`src/rtl/sound_pkg.sv`:
```
// Shared definitions for the sound players and the mix scheduler: FSM encoding
// and the default sample widths both sides must agree on.
package sound_pkg;

  typedef enum logic [1:0] {
    IDLE    = 2'd0,
    COLLECT = 2'd1,
    WRITE   = 2'd2
  } state_t;

  localparam int SAMPLE_W_DEF = 10;
  localparam int OUT_W_DEF    = 32;

endpackage

```
`src/rtl/sound_mix_accum.sv`:
```
// Mix accumulator: sums sign-extended player samples and presents the sum
// shifted into codec sample format.
module sound_mix_accum #(
  parameter int SAMPLE_W   = 10,
  parameter int ACC_W      = 12,
  parameter int OUT_W      = 32,
  parameter int GAIN_SHIFT = 20
) (
  input  logic                clock,
  input  logic                reset,
  input  logic                clear,
  input  logic                add,
  input  logic [SAMPLE_W-1:0] sample,
  output logic [OUT_W-1:0]    codec_sample
);

  logic signed [ACC_W-1:0] acc_p0;

  function automatic logic signed [ACC_W-1:0] sext_sample(input logic [SAMPLE_W-1:0] s);
    return {{(ACC_W-SAMPLE_W){s[SAMPLE_W-1]}}, s};
  endfunction

  // Width is sized so the shifted sum always fits; no saturation required.
  function automatic logic [OUT_W-1:0] format_out(input logic signed [ACC_W-1:0] a);
    logic [OUT_W-1:0] ext;
    ext = {{(OUT_W-ACC_W){a[ACC_W-1]}}, a};
    return ext << GAIN_SHIFT;
  endfunction

  // Stage p0: running frame sum
  always_ff @(posedge clock) begin
    if (reset) begin
      acc_p0 <= '0;
    end else if (clear) begin
      acc_p0 <= '0;
    end else if (add) begin
      acc_p0 <= acc_p0 + sext_sample(sample);
    end
  end

  assign codec_sample = format_out(acc_p0);

endmodule

```
`src/rtl/sound_mix_scheduler.sv`:
```
// Time-shares the codec write port among NUM_CH sound players: polls each active
// player once per frame, sums the collected samples and writes one mixed sample.
module sound_mix_scheduler
  import sound_pkg::*;
#(
  parameter int NUM_CH     = 3,
  parameter int SAMPLE_W   = SAMPLE_W_DEF,
  parameter int OUT_W      = OUT_W_DEF,
  parameter int GAIN_SHIFT = 20,
  parameter int TIMEOUT    = 1023
) (
  input  logic                       clock,
  input  logic                       reset,
  input  logic [NUM_CH-1:0]          ch_req,
  input  logic [NUM_CH-1:0]          ch_valid,
  input  logic [NUM_CH*SAMPLE_W-1:0] ch_sample,
  output logic [NUM_CH-1:0]          ch_allowed,
  input  logic                       codec_allowed,
  output logic                       codec_write,
  output logic [OUT_W-1:0]           codec_sample,
  output logic                       codec_clear,
  output logic                       busy
);

  localparam int IDX_W   = $clog2(NUM_CH);
  localparam int ACC_W   = SAMPLE_W + $clog2(NUM_CH);
  localparam int TIMER_W = $clog2(TIMEOUT + 1);

  state_t              state;
  logic [IDX_W-1:0]    idx;
  logic [NUM_CH-1:0]   mask;
  logic [TIMER_W-1:0]  timer;

  logic                granted;
  logic                strobe;
  logic                timed_out;
  logic                advance;
  logic                last_ch;
  logic                write_now;
  logic                acc_clear;
  logic                acc_add;
  logic [SAMPLE_W-1:0] cur_sample;

  assign granted    = (state == COLLECT) && mask[idx];
  assign strobe     = granted && ch_valid[idx];
  assign timed_out  = granted && (timer == TIMER_W'(TIMEOUT - 1));
  // Unrequested channels cost one cycle; granted ones wait for a strobe or timeout.
  assign advance    = (state == COLLECT) && (!mask[idx] || strobe || timed_out);
  assign last_ch    = (idx == IDX_W'(NUM_CH - 1));
  assign write_now  = (state == WRITE) && codec_allowed;
  assign cur_sample = ch_sample[int'(idx)*SAMPLE_W +: SAMPLE_W];

  assign acc_clear = ((state == IDLE) || write_now) && (|ch_req);
  assign acc_add   = strobe;

  always_comb begin
    ch_allowed = '0;
    if (granted) ch_allowed[idx] = 1'b1;
  end

  assign codec_write = write_now;
  assign busy        = (state != IDLE);

  always_ff @(posedge clock) begin
    if (reset) begin
      state       <= IDLE;
      idx         <= '0;
      mask        <= '0;
      timer       <= '0;
      codec_clear <= 1'b0;
    end else begin
      codec_clear <= 1'b0;
      case (state)
        IDLE: begin
          if (|ch_req) begin
            mask  <= ch_req;
            idx   <= '0;
            timer <= '0;
            state <= COLLECT;
          end
        end
        COLLECT: begin
          if (advance) begin
            timer <= '0;
            if (last_ch) state <= WRITE;
            else         idx   <= idx + IDX_W'(1);
          end else begin
            timer <= timer + TIMER_W'(1);
          end
        end
        WRITE: begin
          if (codec_allowed) begin
            if (|ch_req) begin
              mask  <= ch_req;
              idx   <= '0;
              timer <= '0;
              state <= COLLECT;
            end else begin
              idx         <= '0;
              state       <= IDLE;
              codec_clear <= 1'b1;
            end
          end
        end
        default: state <= IDLE;
      endcase
    end
  end

  sound_mix_accum #(
    .SAMPLE_W   (SAMPLE_W),
    .ACC_W      (ACC_W),
    .OUT_W      (OUT_W),
    .GAIN_SHIFT (GAIN_SHIFT)
  ) u_accum (
    .clock        (clock),
    .reset        (reset),
    .clear        (acc_clear),
    .add          (acc_add),
    .sample       (cur_sample),
    .codec_sample (codec_sample)
  );

endmodule

```
`config.mk`:
```
export PLATFORM = sky130hd
export DESIGN_NAME = sound_mix_scheduler
export DESIGN_NICKNAME = d
export VERILOG_FILES = /design/src/rtl/sound_pkg.sv /design/src/rtl/sound_mix_accum.sv /design/src/rtl/sound_mix_scheduler.sv
export SDC_FILE = /design/constraint.sdc
export NUM_CORES = 1
export LEC_CHECK = 0
export ABC_AREA = 1
export CORE_ASPECT_RATIO = 1.25
export CORE_UTILIZATION = 30
export DETAILED_ROUTE_END_ITERATION = 8
export GPL_TIMING_DRIVEN = 0
export MAX_ROUTING_LAYER = met4
export PLACE_DENSITY = 0.63
export SLEW_MARGIN = 5
export SYNTH_ARGS = -nofsm -noshare
export SYNTH_HDL_FRONTEND = slang
export SYNTH_SLANG_ARGS = --single-unit
export TNS_END_PERCENT = 50
```
`constraint.sdc`:
```
create_clock -name clock -period 2.4 [get_ports clock]
set_input_delay 0.72 -clock clock [delete_from_list [all_inputs] [get_ports clock]]
set_output_delay 0.72 -clock clock [all_outputs]
set_load 0.01 [all_outputs]
```
==> results.cfg <==
[synthesis]
synth_compound_area_share_pct = 18.4
synth_common_cells = nand2_1, inv_1, nor2_1
avgSynthCellArea_um2 = 6.63
ys_types = 38
yosys_register_bits = 30
synth-edff-count = 0
yosysTopAreaCellShare_pct = 25.5
ys_async_sr_fraction_pct = 0
synth.area.top_cells = dfxtp_1, nand2_1, ha_1
synth_top_family_by_area = simple AND/OR/NAND/NOR gates
synthFlopType = dfxtp_1
ys_warn_count = 0
synthAdderAreaFrac_pct = 9.34
netlist_instances = 356
syn_area_um2 = 2360
synthSimpleGateAreaFrac_pct = 27.2
ys_seq_area_share_pct = 25.5
yosysTopAreaCell = dfxtp_1
muxShareOfSynthArea_pct = 0
synth_most_common_cell = nand2_1
synth_xor_xnor_area_share_pct = 3.34

[worst_setup_path]
crit_path_top_delay_cell = clkdlybuf4s50_1
slowest_delay_ns = 0.50
required_ns = 1.68
cp_data_arrival_time_ns = 1.64
critPathMaxFanout = 3
critPathLaunch = codec_allowed
cp_num_cells = 4
crit_path_end_kind = output pin
cp-start-kind = input pin
crit_end = codec_write
crit_family = buffers and inverters
critPathKind = input pin to output pin
r2r_setup_slack_ns = 0.14
path_cells = clkdlybuf4s50_1 > inv_1 > nor2_1 > clkdlybuf4s15_1
path_buf_inv = 3
r2r-end = u_accum.acc_p0[8]$_SDFFE_PP0P_
r2r_start = idx[1]$_SDFFE_PP0P_
reg2reg_depth = 13

[floorplanning]
die_x_um = 81.3
ios = 77
fp.dieH_um = 101
die-area_um2 = 8220
start_util_pct = 31.5
num_rows = 35
core_area_um2 = 7490

[finish]
area_growth_pct = 52.8
stdcell_count = 545
final_util_pct = 48.1
diodes = 0
drive_above_1_share_pct = 27.4
nFillCells = 764
nets = 510

[cts]
cts_tree = built
clockBufferDepth = 2
clk_latency_ns = 0.29
numClockSinks = 30
htree_levels = 2
cts-root-buf = clkbuf_8
cts.clk_slew.worst_paths_ns = 0.06
numCtsBuffers = 5
postCtsHoldBufs = 0

[grt]
grt_antenna_before_repair = 0
grt_usage_pct = 16.8
first_global_vias = 2274
grt_pass1_wl_um = 10200
overflow = 0
grt_max_degree = 12

[pwr]
p_leak_nw = 1.65
ir_worst_vdd_mv = 0.249
pwr_density_cell_nw_per_um2 = 464
power_w = 0.00167

[route]
postRouteAntennaNets = 0
drc = 0
wl_per_cell_um = 12.2
dr.pass1.iters = 4
wl_um = 6660
dr.first_iter.drc_count = 149
routed_via_density = 4.58
vias = 2496

[sta]
period_minus_slack_ns = 2.36
setup-violations-final = 0
hold_viol = 0
period_share_pct = 98.3
max_freq_mhz = 424
report.final.slew_viol_count = 0
skew_ns = 0.00692

[placement]
hpwl_um = 4980
place.gp.congestion = 0.858
io_buffers = 56
place.detailed.instances = 523

[job]
drv_cap = 0

[worst_hold_path]
hold_path.class = register to register

[outcome]
status = completed
## kinds of logic (layout without fill, tap and decap cells)
family | Yosys count | count (layout)
AO/OA/AOI/OAI | 77 | 77
AND/OR/NAND/NOR | 148 | 148
other | 1 | 20
flip-flops | 30 | 30
XOR/XNOR | 9 | 9
buffers and inverters | 74 | 152
adder cells (fa/ha/maj) | 17 | 17
## tightest hold or removal path: stages, from the launching register on
cell and delay (ns):
dfxtp_1 0.30, inv_1 0.06, o21ai_0 0.08
## layout by cell type, fill, tap and decap left out, drive strengths merged, types with 2 or more instances in the layout
master          n
clkbuf          8
conb           20
xor2            4
nand3          15
nor2           41
a21oi          28
inv            46
nand3b          2
buf            41
nor4            2
dfxtp          30
xnor2           5
or2             2
a211oi          3
o21bai          2
dlymetal6s2s    9
clkdlybuf4s15   4
nand4           4
o21ai          37
clkdlybuf4s50  42
nor3            2
nand2          78
ha             16
o21a            2
nor3b           2
## per-stage QoR
step | instance area, um2 | setup TNS, ns | setup WS [ns] | hold slack [ns]
after floorplan | 2430 | 0 | 0.0554 | 0.442
after global placement | 3110 | -5.94 | -0.770 | 0.459
after detailed placement | 3110 | -6.19 | -0.763 | 0.468
after CTS | 3310 | -0.0985 | -0.0503 | 0.483
after global routing | 3600 | -0.0297 | -0.0150 | 0.503
final | 3600 | 0 | 0.0406 | 0.486
## worst min path at each step
stage                               start               endpoint  slack, ns  cells after the start
floorplan            mask[2]$_SDFFE_PP0P_   mask[2]$_SDFFE_PP0P_       0.44                      1
global placement    timer[8]$_SDFFE_PP0P_  timer[8]$_SDFFE_PP0P_       0.46                      1
detailed placement   mask[2]$_SDFFE_PP0P_   mask[2]$_SDFFE_PP0P_       0.47                      1
CTS                  mask[1]$_SDFFE_PP0P_   mask[1]$_SDFFE_PP0P_       0.48                      2
global route         mask[2]$_SDFFE_PP0P_   mask[2]$_SDFFE_PP0P_       0.50                      1
finish               mask[1]$_SDFFE_PP0P_   mask[1]$_SDFFE_PP0P_       0.49                      2
## registers in the layout, summed over array words and instances (netlist names)
signal and count:
codec_clear 1, idx 2, mask 3, state 2, timer 10, u_accum.acc_p0 12
## where the power goes
part / switching (W) / internal, W
logic: 0.000377 / 0.000337
clock network: 0.000191 / 0.000221
registers: 0.0000262 / 0.000521
## per-layer routing
metal / vias up / wire length, um / GRT usage (%)
met5: - / 0 / -
met4: 0 / 98 / 4.53
met3: 10 / 243 / 3.24
met2: 52 / 3460 / 29.7
met1: 1121 / 2850 / 18.7
li1: 1313 / - / -
## layout make-up
class	instances	area, um2	area share [%]
plain buffers	27	228	6.32
clock buffers	6	82.6	2.29
inverters	47	180	5.00
flip-flops and latches	30	604	16.8
multi-input cells	271	1690	46.9
repair buffers	72	703	19.5
well taps	92	115	3.19
## repair_timing
item	CTS	global route
endpoints found under the setup margin	14	13
pin swaps	11	53
setup buffers	4	12
gates resized for setup	35	78
endpoints found under the hold margin	0	0
Power figures use the tool's default switching activity.
